`src/rtl/stage_par_pkg.sv`:
```
`default_nettype none
// ============================================================================
// Module      : stage_par_pkg
// Description : Shared types and constants for the stage_par layer stage.
//               State encoding, the per-vector configuration record and
//               the saturation limits for the default 16-bit data width.
// Revision    : 1.0 - initial release
// ============================================================================
package stage_par_pkg;

    // Control FSM encoding
    localparam logic [1:0] c_ST_IDLE    = 2'd0;
    localparam logic [1:0] c_ST_LOAD    = 2'd1;
    localparam logic [1:0] c_ST_COMPUTE = 2'd2;
    localparam logic [1:0] c_ST_OUT     = 2'd3;

    // Configuration captured when a row computation begins
    typedef struct packed {
        logic relu_en;
    } stage_par_cfg_t;

    // Output saturation limits at the default data width. The datapath
    // builds the same limits generically from its DW parameter.
    localparam int c_SAT_DW  = 16;
    localparam int c_SAT_MAX = (1 << (c_SAT_DW - 1)) - 1;
    localparam int c_SAT_MIN = -(1 << (c_SAT_DW - 1));

endpackage : stage_par_pkg
`default_nettype wire

```
`src/rtl/stage_par_mac.sv`:
```
`default_nettype none
// ============================================================================
// Module      : stage_par_mac
// Description : Multiply-accumulate datapath. LANES signed DWxDW products
//               are summed and added into an AW-bit accumulator.
//   i_clr   : load accumulator with i_init (takes priority over i_en)
//   i_en    : add the sum of this cycle's LANES products
//   i_init  : accumulator initial value
//   i_taps  : LANES packed tap values
//   i_data  : LANES packed data values
//   o_acc_next : accumulator value that will be stored at this clock edge
// Revision    : 1.0 - initial release
// ============================================================================
module stage_par_mac
    import stage_par_pkg::*;
#(
    parameter int DW    = 16,
    parameter int LANES = 2,
    parameter int AW    = 36
) (
    input  logic                  clk,
    input  logic                  rst,
    input  logic                  i_clr,
    input  logic                  i_en,
    input  logic [AW-1:0]         i_init,
    input  logic [LANES*DW-1:0]   i_taps,
    input  logic [LANES*DW-1:0]   i_data,
    output logic [AW-1:0]         o_acc_next
);

    logic signed [2*DW-1:0] w_prod [LANES];
    logic        [AW-1:0]   w_sum;
    logic        [AW-1:0]   r_acc;

    for (genvar j = 0; j < LANES; j++) begin : g_lane
        assign w_prod[j] = $signed(i_taps[j*DW +: DW]) * $signed(i_data[j*DW +: DW]);
    end

    // Sign-extend each product to the accumulator width before summing
    always_comb begin
        w_sum = '0;
        for (int j = 0; j < LANES; j++) begin
            w_sum = w_sum + {{(AW-2*DW){w_prod[j][2*DW-1]}}, w_prod[j]};
        end
    end

    always_comb begin
        o_acc_next = r_acc;
        if (i_clr) begin
            o_acc_next = i_init;
        end else if (i_en) begin
            o_acc_next = r_acc + w_sum;
        end
    end

    always_ff @(posedge clk) begin
        if (rst) begin
            r_acc <= '0;
        end else begin
            r_acc <= o_acc_next;
        end
    end

endmodule : stage_par_mac
`default_nettype wire

```
`src/rtl/stage_par.sv`:
```
`default_nettype none
// ============================================================================
// Module      : stage_par
// Description : Fixed-point layer stage. Buffers one NUM_IN-element input
//               vector and produces NUM_OUT outputs
//               y[o] = act(bias[o] + sum_i tap[o][i]*x[i]) using LANES
//               multipliers per cycle, streamed out with valid/ready.
//   clk, reset             : clock, synchronous active-high reset
//   relu_en                : clamp negative results to zero
//   tap_in/_vld/_fst/_rdy  : tap word write stream (LANES taps per word)
//   bias_in/_vld/_fst/_rdy : bias write stream
//   data_in/_vld/_fst/_rdy : input vector element stream
//   data_out/_vld/_fst/_rdy: result stream, fst marks y[0]
// Revision    : 1.0 - initial release
// ============================================================================
module stage_par
    import stage_par_pkg::*;
#(
    parameter int DW      = 16,
    parameter int FRAC    = 8,
    parameter int NUM_IN  = 8,
    parameter int NUM_OUT = 4,
    parameter int LANES   = 2,
    parameter int AW      = 2*DW + $clog2(NUM_IN) + 1
) (
    input  logic                  clk,
    input  logic                  reset,
    input  logic                  relu_en,
    input  logic [LANES*DW-1:0]   tap_in,
    input  logic                  tap_in_vld,
    input  logic                  tap_in_fst,
    output logic                  tap_in_rdy,
    input  logic [DW-1:0]         bias_in,
    input  logic                  bias_in_vld,
    input  logic                  bias_in_fst,
    output logic                  bias_in_rdy,
    input  logic [DW-1:0]         data_in,
    input  logic                  data_in_vld,
    input  logic                  data_in_fst,
    output logic                  data_in_rdy,
    output logic [DW-1:0]         data_out,
    output logic                  data_out_vld,
    output logic                  data_out_fst,
    input  logic                  data_out_rdy
);

    localparam int c_K      = NUM_IN / LANES;
    localparam int c_TDEPTH = NUM_OUT * c_K;
    localparam int c_TAW    = (c_TDEPTH > 1) ? $clog2(c_TDEPTH) : 1;
    localparam int c_BAW    = (NUM_OUT > 1) ? $clog2(NUM_OUT) : 1;
    localparam int c_XIW    = (NUM_IN > 1) ? $clog2(NUM_IN) : 1;
    localparam int c_CW     = $clog2(NUM_IN + 1);
    localparam int c_KW     = $clog2(c_K + 1);

    localparam logic signed [AW-1:0] c_SAT_HI = {{(AW-DW+1){1'b0}}, {(DW-1){1'b1}}};
    localparam logic signed [AW-1:0] c_SAT_LO = {{(AW-DW+1){1'b1}}, {(DW-1){1'b0}}};

    logic [1:0]             r_state;
    logic [c_CW-1:0]        r_cnt;
    logic [c_KW-1:0]        r_k;
    logic [c_BAW-1:0]       r_o;
    logic [c_TAW-1:0]       r_tap_addr;
    logic [c_BAW-1:0]       r_bias_addr;
    logic [DW-1:0]          r_data_out;
    stage_par_cfg_t         r_cfg;

    logic [LANES*DW-1:0]    r_tap_mem [c_TDEPTH];
    logic [LANES*DW-1:0]    r_tap_rd;
    logic [DW-1:0]          r_bias [NUM_OUT];
    logic [DW-1:0]          r_x [NUM_IN];

    logic                   w_tap_we;
    logic                   w_bias_we;
    logic                   w_data_hs;
    logic [c_TAW-1:0]       w_tap_wa;
    logic [c_BAW-1:0]       w_bias_wa;
    logic [c_CW-1:0]        w_cnt_next;
    logic [c_TAW-1:0]       w_rd_addr;
    logic [LANES*DW-1:0]    w_lane_x;
    logic [DW-1:0]          w_bias_cur;
    logic [AW-1:0]          w_init;
    logic                   w_mac_clr;
    logic                   w_mac_en;
    logic [AW-1:0]          w_acc_next;
    logic signed [AW-1:0]   w_shift;
    logic [DW-1:0]          w_res;

    // ------------------------------------------------------------------
    // Handshakes
    // ------------------------------------------------------------------
    assign tap_in_rdy  = (r_state == c_ST_IDLE) && !reset;
    assign bias_in_rdy = (r_state == c_ST_IDLE) && !reset;
    assign data_in_rdy = ((r_state == c_ST_IDLE) || (r_state == c_ST_LOAD)) && !reset;

    assign w_tap_we  = tap_in_vld  && tap_in_rdy;
    assign w_bias_we = bias_in_vld && bias_in_rdy;
    assign w_data_hs = data_in_vld && data_in_rdy;

    // A first-marked beat always lands at address 0
    assign w_tap_wa  = tap_in_fst  ? '0 : r_tap_addr;
    assign w_bias_wa = bias_in_fst ? '0 : r_bias_addr;

    assign w_cnt_next = data_in_fst ? c_CW'(1) : r_cnt + c_CW'(1);

    // ------------------------------------------------------------------
    // Tap memory: synchronous write, 1-cycle synchronous read
    // ------------------------------------------------------------------
    always_comb begin
        w_rd_addr = c_TAW'(32'(r_o) * c_K);
        if (r_k < c_KW'(c_K)) begin
            w_rd_addr = c_TAW'(32'(r_o) * c_K + 32'(r_k));
        end
    end

    always_ff @(posedge clk) begin
        if (w_tap_we) begin
            r_tap_mem[w_tap_wa] <= tap_in;
        end
        r_tap_rd <= r_tap_mem[w_rd_addr];
    end

    always_ff @(posedge clk) begin
        if (w_bias_we) begin
            r_bias[w_bias_wa] <= bias_in;
        end
    end

    // Input vector buffer; a first-marked beat restarts at x[0]
    always_ff @(posedge clk) begin
        if (w_data_hs && data_in_fst) begin
            r_x[0] <= data_in;
        end else if (w_data_hs && (r_state == c_ST_LOAD)) begin
            r_x[c_XIW'(r_cnt)] <= data_in;
        end
    end

    // ------------------------------------------------------------------
    // Datapath: accumulate cycle k (1..K) consumes tap word k-1, which
    // was read in the previous cycle, against x[(k-1)*LANES + j].
    // ------------------------------------------------------------------
    always_comb begin
        w_lane_x = '0;
        for (int j = 0; j < LANES; j++) begin
            if (r_k != '0) begin
                w_lane_x[j*DW +: DW] = r_x[c_XIW'((int'(r_k) - 1) * LANES + j)];
            end
        end
    end

    assign w_bias_cur = r_bias[r_o];
    assign w_init     = {{(AW-DW){w_bias_cur[DW-1]}}, w_bias_cur} << FRAC;
    assign w_mac_clr  = (r_state == c_ST_COMPUTE) && (r_k == '0);
    assign w_mac_en   = (r_state == c_ST_COMPUTE) && (r_k != '0);

    stage_par_mac #(
        .DW    (DW),
        .LANES (LANES),
        .AW    (AW)
    ) u_mac (
        .clk        (clk),
        .rst        (reset),
        .i_clr      (w_mac_clr),
        .i_en       (w_mac_en),
        .i_init     (w_init),
        .i_taps     (r_tap_rd),
        .i_data     (w_lane_x),
        .o_acc_next (w_acc_next)
    );

    // The final accumulate and the output register share the same edge,
    // so the result is formed from the accumulator's next value.
    assign w_shift = $signed(w_acc_next) >>> FRAC;

    always_comb begin
        if (w_shift > c_SAT_HI) begin
            w_res = c_SAT_HI[DW-1:0];
        end else if (w_shift < c_SAT_LO) begin
            w_res = c_SAT_LO[DW-1:0];
        end else begin
            w_res = w_shift[DW-1:0];
        end
        if (r_cfg.relu_en && w_res[DW-1]) begin
            w_res = '0;
        end
    end

    // ------------------------------------------------------------------
    // Control FSM
    // ------------------------------------------------------------------
    always_ff @(posedge clk) begin
        if (reset) begin
            r_state     <= c_ST_IDLE;
            r_cnt       <= '0;
            r_k         <= '0;
            r_o         <= '0;
            r_tap_addr  <= '0;
            r_bias_addr <= '0;
            r_data_out  <= '0;
            r_cfg       <= '0;
        end else begin
            if (w_tap_we) begin
                r_tap_addr <= (w_tap_wa == c_TAW'(c_TDEPTH - 1)) ? '0 : w_tap_wa + c_TAW'(1);
            end
            if (w_bias_we) begin
                r_bias_addr <= (w_bias_wa == c_BAW'(NUM_OUT - 1)) ? '0 : w_bias_wa + c_BAW'(1);
            end

            case (r_state)
                c_ST_IDLE: begin
                    // Non-first beats in IDLE are accepted and dropped
                    if (w_data_hs && data_in_fst) begin
                        r_cnt <= c_CW'(1);
                        if (NUM_IN == 1) begin
                            r_state <= c_ST_COMPUTE;
                            r_k     <= '0;
                            r_o     <= '0;
                        end else begin
                            r_state <= c_ST_LOAD;
                        end
                    end
                end
                c_ST_LOAD: begin
                    if (w_data_hs) begin
                        r_cnt <= w_cnt_next;
                        if (w_cnt_next == c_CW'(NUM_IN)) begin
                            r_state <= c_ST_COMPUTE;
                            r_k     <= '0;
                            r_o     <= '0;
                        end
                    end
                end
                c_ST_COMPUTE: begin
                    if (r_k == '0) begin
                        r_cfg.relu_en <= relu_en;
                    end
                    if (r_k == c_KW'(c_K)) begin
                        r_data_out <= w_res;
                        r_state    <= c_ST_OUT;
                    end else begin
                        r_k <= r_k + c_KW'(1);
                    end
                end
                c_ST_OUT: begin
                    if (data_out_rdy) begin
                        if (r_o == c_BAW'(NUM_OUT - 1)) begin
                            r_state <= c_ST_IDLE;
                            r_o     <= '0;
                            r_cnt   <= '0;
                        end else begin
                            r_state <= c_ST_COMPUTE;
                            r_o     <= r_o + c_BAW'(1);
                            r_k     <= '0;
                        end
                    end
                end
                default: begin
                    r_state <= c_ST_IDLE;
                end
            endcase
        end
    end

    // Outputs are forced quiet during the reset cycle itself
    assign data_out_vld = (r_state == c_ST_OUT) && !reset;
    assign data_out_fst = data_out_vld && (r_o == '0);
    assign data_out     = reset ? '0 : r_data_out;

endmodule : stage_par
`default_nettype wire
```
`config.mk`:
```
export PLATFORM = sky130hd
export DESIGN_NAME = stage_par
export DESIGN_NICKNAME = d
export VERILOG_FILES = /design/src/rtl/stage_par_pkg.sv /design/src/rtl/stage_par_mac.sv /design/src/rtl/stage_par.sv
export SDC_FILE = /design/constraint.sdc
export NUM_CORES = 2
export LEC_CHECK = 0
export ABC_AREA = 1
export BUFFER_PORTS_ARGS = -buffer_cell sky130_fd_sc_hd__clkbuf_2
export CAP_MARGIN = 20
export CORE_UTILIZATION = 55
export DETAILED_ROUTE_END_ITERATION = 10
export GPL_ROUTABILITY_DRIVEN = 0
export GPL_TIMING_DRIVEN = 1
export HOLD_SLACK_MARGIN = 0.06
export PLACE_DENSITY = 0.73
export SYNTH_ARGS = -nofsm -noshare
export SYNTH_HDL_FRONTEND = slang
export SYNTH_SLANG_ARGS = --single-unit
```
`constraint.sdc`:
```
create_clock -name clk -period 10.2 [get_ports clk]
set_input_delay 0.51 -clock clk [delete_from_list [all_inputs] [get_ports clk]]
set_output_delay 0.51 -clock clk [all_outputs]
set_load 0.01 [all_outputs]
```
# Word-level counts from Yosys, hierarchy flattened

Memory sizes are Yosys's and may differ from the RTL's. A register that Yosys moved wholly into a read port is not among the register bits.
Index checks and enable logic that the tools add are counted.

Bits of input ports: 74
Output and inout port bits: 21
Register bits: 70
Memories kept: 3
Bits in writable memories: 704

Memory list:

| name      | depth | width | rd ports | clocked after Yosys merged registers in | write ports | RTL line        | text |
|---|---|---|---|---|---|---|---|
| r_tap_mem | 16    | 32    | 1        | 1                                       | 1           | stage_par.sv:67 | `logic [LANES*DW-1:0] r_tap_mem [c_TDEPTH];` |
| r_x       | 8     | 16    | 2        | 0                                       | 1           | stage_par.sv:70 | `logic [DW-1:0] r_x [NUM_IN];` |
| r_bias    | 4     | 16    | 1        | 1                                       | 1           | stage_par.sv:69 | `logic [DW-1:0] r_bias [NUM_OUT];` |

Magnitude comparators: 3
Muxes and demuxes: 51
Add/subtract/negate cells: 10
Equal/unequal tests: 16
Reductions and logical operators: 29
$mul: 2

Operators by type and width:

| cell                                                          | number |
|---|---|
| 2-to-1 mux 16 bit                                             | 7 |
| 2-to-1 mux 36 bit                                             | 2 |
| multiplier 16 x 16 -> 32 bit                                  | 2 |
| adder 36 bit                                                  | 1 |
| adder 32 x 32 -> 33 bit                                       | 1 |
| 2-to-1 mux 4 bit                                              | 8 |
| > comparator 28 x 16 -> 1 bit (second input constant)         | 1 |
| less-than comparator 28 x 16 -> 1 bit (second input constant) | 1 |
| 2-to-1 mux 2 bit                                              | 14 |
| 2-to-1 mux 3 bit                                              | 6 |
| OR reduction 16 bit                                           | 1 |
| logical AND 1 bit                                             | 12 |
| case mux 4 bit (3 select lines)                               | 1 |
| 2-to-1 mux 1 bit                                              | 10 |
| inequality test 2 bit (second input constant)                 | 5 |
| AND reduction 5 bit                                           | 2 |
| case mux 3 bit (3 select lines)                               | 1 |
| nonzero test 3 bit                                            | 3 |
| adder 4 x 1 -> 4 bit (second input constant)                  | 2 |
| == test 2 bit (second input constant)                         | 4 |
| == test 4 bit (second input constant)                         | 2 |
| case mux 2 bit (4 select lines)                               | 1 |
| inequality test 2 x 1 -> 1 bit (second input constant)        | 3 |
| AND reduction 6 bit                                           | 1 |
| other kinds (17)                                              | 20 |

# Depth between registers and ports, before layout

An unclocked memory read counts as a cell.

Depth after elaboration: 14
Mapped depth: 62
Mapped depth without buffers: 58

# Modules after synthesis

Synthesis repeated with hierarchy kept, for this count alone.

Cell total of the unflattened synthesis: 5622
Area total of the unflattened synthesis: 55368.1 µm²

By module, submodules not included:

| module        | area each (µm²) | times used | cells an instance |
|---|---|---|---|
| stage_par     | 30569.3         | 1          | 2449 |
| stage_par_mac | 24798.8         | 1          | 3173 |

# Worst setup path after synthesis

No wires, ideal clock.

Kind: register to register
Start point: register r_k[0]
End point: register r_data_out[5]
Path buffers: 4
Data arrival time: 10.190 ns
Cell stages (with the launch flop): 57
Library setup time: 0.113 ns
Period minus slack after synthesis: 10.303 ns
Path slack: -0.103 ns
Cells stage by stage: dfxtp_1 > inv_1 > clkbuf_1 > clkbuf_1 > ha_1 > inv_1 > clkbuf_1 > o21ai_0 > o22ai_1 > nand2_1 > nor2_1 > inv_1 > fa_1 > fa_1 > fa_1 > inv_1 > fa_1 > fa_1 > [... 21 more ...] > nand2_1 > nor2_1 > nand2_1 > nor2_1 > nand4_1 > nor2_1 > nand3b_1 > nand3b_1 > nand3_1 > nand2_1 > nand3_1 > nand2_2 > inv_1 > nand2_2 > buf_8 > nand2_1 > nand3_1 > nand2_1

Word-level cells in the longest chain between the ends: 14
Elaborated cells between the ends (all ways): 23
Classes of those cells: add/sub (4); mul (2); order compare (2); eq/ne (1); mux (7); reduce/logical (6); memory (1)

RTL lines:

| what                                  | RTL line            | text |
|---|---|---|
| start: declaration                    | stage_par.sv:60     | `logic [c_KW-1:0] r_k;` |
| start signal: assignment              | stage_par.sv:240    | `r_k <= r_k + c_KW'(1);` |
| subtractor 2 x 1 -> 2 bit             | stage_par.sv:145    | `w_lane_x[j*DW +: DW] = r_x[c_XIW'((int'(r_k) - 1) * LANES + j)];` |
| adder 3 x 2 -> 3 bit                  | stage_par.sv:145    |  |
| memory (8 x 16 bit)                   | n/a                 |  |
| 2-to-1 mux 16 bit                     | stage_par.sv:144    | `if (r_k != '0) begin` |
| multiplier 16 x 16 -> 32 bit          | stage_par_mac.sv:36 | `assign w_prod[j] = $signed(i_taps[j*DW +: DW]) * $signed(i_data[j*DW +: DW]);` |
| adder 32 x 32 -> 33 bit               | stage_par_mac.sv:43 | `w_sum = w_sum + {{(AW-2*DW){w_prod[j][2*DW-1]}}, w_prod[j]};` |
| adder 36 bit                          | stage_par_mac.sv:52 | `o_acc_next = r_acc + w_sum;` |
| 2-to-1 mux 36 bit                     | stage_par_mac.sv:51 | `end else if (i_en) begin` |
| 2-to-1 mux 36 bit                     | stage_par_mac.sv:49 | `if (i_clr) begin` |
| less-than comparator 28 x 16 -> 1 bit | stage_par.sv:177    | `end else if (w_shift < c_SAT_LO) begin` |
| 2-to-1 mux 16 bit                     | stage_par.sv:177    |  |
| 2-to-1 mux 16 bit                     | stage_par.sv:175    | `if (w_shift > c_SAT_HI) begin` |
| logical AND 1 bit                     | stage_par.sv:182    | `if (r_cfg.relu_en && w_res[DW-1]) begin` |
| 2-to-1 mux 16 bit                     | stage_par.sv:182    |  |
| end signal: assignment                | stage_par.sv:237    | `r_data_out <= w_res;` |
| end: declaration                      | stage_par.sv:64     | `logic [DW-1:0] r_data_out;` |

Several ways; a longest one is shown, not always the timed one.
A chain may end at the register's enable or synchronous reset.

# Worst setup path in the final report

Start point: register r_k[0]
End point: register r_data_out[11]

The elaborated chain is that of the path after synthesis.

==> key figures <==
Outcome
  • Status: finished, violations left
  • Failing checks: negative setup slack

Setup path
  • Worst endpoint data arrival time: 10820 ps
  • CP Capture Type: flop
  • CP max stage delay: 580 ps
  • Crit path kind: reg2reg
  • Critical Path RT: ~11000 ps
  • Worst Setup Start Kind: flop
  • Most used cell, CP: nand2_1
  • Crit path max fanout: 8
  • Worst path slowest cell: fa_1

Drt
  • Routed WL: 151 mm
  • Vias per cell: 5.69
  • 1st-pass router iterations: 10
  • Remaining antenna violation count: 0
  • DRT iter0 DRCs: 4049
  • Via count: between 40k and 50k
  • DR WL/cell: 21.2 um
  • # DRC: 0

Yosys
  • Top_reg_cell synth: edfxtp_1
  • Synthesized Nets: 6238
  • Syn avg cell area: 10.0 sq um
  • Seq/Total Area, Yosys: 43.2%
  • Synth Instances: 5377
  • Synth Register Bits: 808
  • Synth cell types: 54
  • Number of flops mapped to enable cells by yosys: 704
  • Post-synth ARST share: 0%
  • Mapped Area: 53800 sq um
  • Synth warn: 0

CTS
  • H-tree levels: 3
  • Worst-case clock buffer depth: 3
  • CTS clk-pin slew, worst paths: 60 ps
  • Num CTS Buffers: 82
  • Clock Latency Late Sink: 680 ps
  • Clock Root Buffer: clkbuf_16
  • CTS tree: built
  • CTS Sinks: about 810

Timing
  • Pins Over Slew Limit: 0
  • Worst-margin pin slew: about 1200 ps
  • Setup Viol. Count Final: 15
  • Final hold violation count: 0
  • Fmax: a little under 0.1 GHz
  • Slew HR: 19.5%
  • Clock Skew: 45.3 ps
  • Clock period minus final worst setup slack: 10290 ps
  • Final Cycle Share: 101%
  • Final setup margin: -88.0 ps
  • RSZ-0062 raised after global routing: yes

Place
  • DP HPWL: approximately 100 mm
  • Port bufs: 94
  • DP Area: 58100 sq um

Global route
  • Tot GR Track Use: ~31%
  • Gr ovfl total: 0
  • Largest net degree at the start of global routing: 147
  • Initial antenna violation count: 11
  • Global-route wire length before repair: roughly 230 mm
  • Number of global-route vias before repair: 41.0k

Cells and area
  • Final Cell Area: 62400 sq um
  • Total Nets Final: 6637
  • Fraction of layout cells with a size suffix above 1: 15.9%
  • Fill cells: about 7.3k
  • Area Overhead vs Synth: 16.0%
  • Multi-input logic area: 27500 sq um
  • Reg area: 23200 sq um

Floorplan
  • Die extent in y: 315 um
  • Die area: 99000 sq um
  • I/O pin count: 95
  • Die span in x: 315 um
  • Total core area: 96700 sq um
  • FP Rows: 114
  • Starting Density: 55.6%

Job
  • Max_cap viols: 0

Min path
  • Hold Path Class: in2reg
[Yosys cell counts, types with 3 or more instances]
library cell     n  share of area (%)
nor2_1        1032                7.2
nand4_1         14               0.16
inv_1          898                6.3
o21ai_0        252                2.3
o21ai_1          3              0.028
or2_2            4              0.047
fa_1           585                 22
o22ai_1         32               0.37
ha_1           202                4.7
a21o_1           7              0.098
edfxtp_1       704                 39
o32a_1          10               0.19
nand3_2          4              0.074
nor2_2           5              0.058
xnor2_1         23               0.37
dfxtp_1        104                3.9
o32ai_1          9               0.15
nand2_1        767                5.4
a31oi_1          7              0.081
nand3_1        140                1.3
o211ai_1        11               0.15
inv_2            8              0.056
clkbuf_1       174                1.2
xor2_1          27               0.44
clkinv_1        16               0.11
buf_4            3              0.042
nand2_2         13               0.15
nor3_1          14               0.13
o21bai_1        10               0.14
buf_1           23               0.16
o311ai_0       119                1.9
a211oi_1         5              0.070
a21oi_1        116                1.1
nand3b_1         7              0.098
[registers in the layout (all words and copies together) (netlist names), named ones only]
| register | count |
|---|---|
| r_bias | 64 |
| r_bias_addr | 2 |
| r_cfg | 1 |
| r_cnt | 4 |
| r_data_out | 16 |
| r_k | 3 |
| r_o | 2 |
| r_state | 2 |
| r_tap_addr | 4 |
| r_tap_mem | 512 |
| r_tap_rd | 32 |
| r_x | 128 |
| u_mac.r_acc | 36 |
[cell type report]
type                            instances  share of cell area [%]
Antenna cell                            4                  0.0160
Inverter                              922                    5.61
Clock inverter                         48                   0.734
Sequential cell                       808                    37.2
Multi-Input combinational cell       3444                    44.0
Timing Repair Buffer                  518                    6.37
Tap cell                             1276                    2.56
Clock buffer                          105                    3.51
[path summary, 6_finish.rpt]
| kind | start | endpoint | slack (ps) | cells past startpoint |
|---|---|---|---|---|
| max | r_k[0] | r_data_out[11] | -90 | 56 |
| min | bias_in[15] | r_bias[2][15] | 90 | 1 |
| max reg2reg | r_k[0] | r_data_out[11] | -90 | 56 |
| min reg2reg | r_tap_addr[0] | r_tap_addr[0] | 460 | 2 |
[through the flow]
step	worst slack, ps	TNS [ps]	hold WS, ps	instances	utilization, %
after floorplan	16.3	0	431	5377	-
after global placement	-177	-2520	442	6910	60.1
after detailed placement	-530	-7600	450	6910	60.1
after CTS	1.79	0	60.6	7073	63.0
after global routing	-428	-6010	83.0	7124	64.5
final	-88.0	-676	89.8	7125	64.5
[logic make-up after synthesis]
family,Yosys count,share of synthesized area [%]
simple gates,2010,14.7
buf+inv,1127,7.95
flops,808,43.2
fa+ha+maj,787,26.5
compound gates,595,6.85
xor+xnor,50,0.814
[timing repair]
| action | 4_1_cts | 5_1_grt |
|---|---|---|
| setup endpoints to repair | 17 | 22 |
| gates cloned | 1 | 3 |
| setup buffers | 1 | 43 |
| endpoints found under the hold margin | 30 | 0 |
| hold buffers | 8 | 0 |
| resized for setup | 44 | 258 |
| pin swaps | 10 | 103 |
[placed cells by master, fill, tap and decap left out, types with 19 or more instances in the layout]
| cell type | Yosys | layout |
|---|---|---|
| a21oi_1 | 116 | 90 |
| a21oi_2 | 0 | 26 |
| buf_4 | 3 | 380 |
| clkbuf_1 | 174 | 19 |
| clkbuf_16 | 0 | 85 |
| clkbuf_2 | 0 | 94 |
| clkinv_1 | 16 | 28 |
| dfxtp_1 | 104 | 100 |
| edfxtp_1 | 704 | 704 |
| fa_1 | 585 | 567 |
| ha_1 | 202 | 176 |
| ha_4 | 0 | 25 |
| inv_1 | 898 | 863 |
| inv_2 | 8 | 34 |
| nand2_1 | 767 | 716 |
| nand2_2 | 13 | 59 |
| nand3_1 | 140 | 135 |
| nor2_1 | 1032 | 965 |
| nor2_2 | 5 | 43 |
| nor2_4 | 2 | 31 |
| o21ai_0 | 252 | 237 |
| o22ai_1 | 32 | 28 |
| o311ai_0 | 119 | 119 |
| xnor2_1 | 23 | 21 |
| xor2_1 | 27 | 23 |
[critical path: cells and delay by family (launching register included)]
kind            cells  cell delay [ps]
fa+ha+maj          11             5030
xor+xnor            1              120
buf+inv            14             1270
compound gates      6              910
simple gates       24             2430
flops               1              350
[metal layers]
metal | wire, um | share of wire (%) | global-route usage [%]
met1 | 56300 | 37 | 40.2
met2 | 70500 | 47 | 48.6
met3 | 17100 | 11 | 7.82
met4 | 7260 | 4.8 | 13.8
met5 | 54 | 0.036 | 0
Power is not shown: default switching activity piles up to over one toggle a cycle in this logic, so the estimate is an artifact.
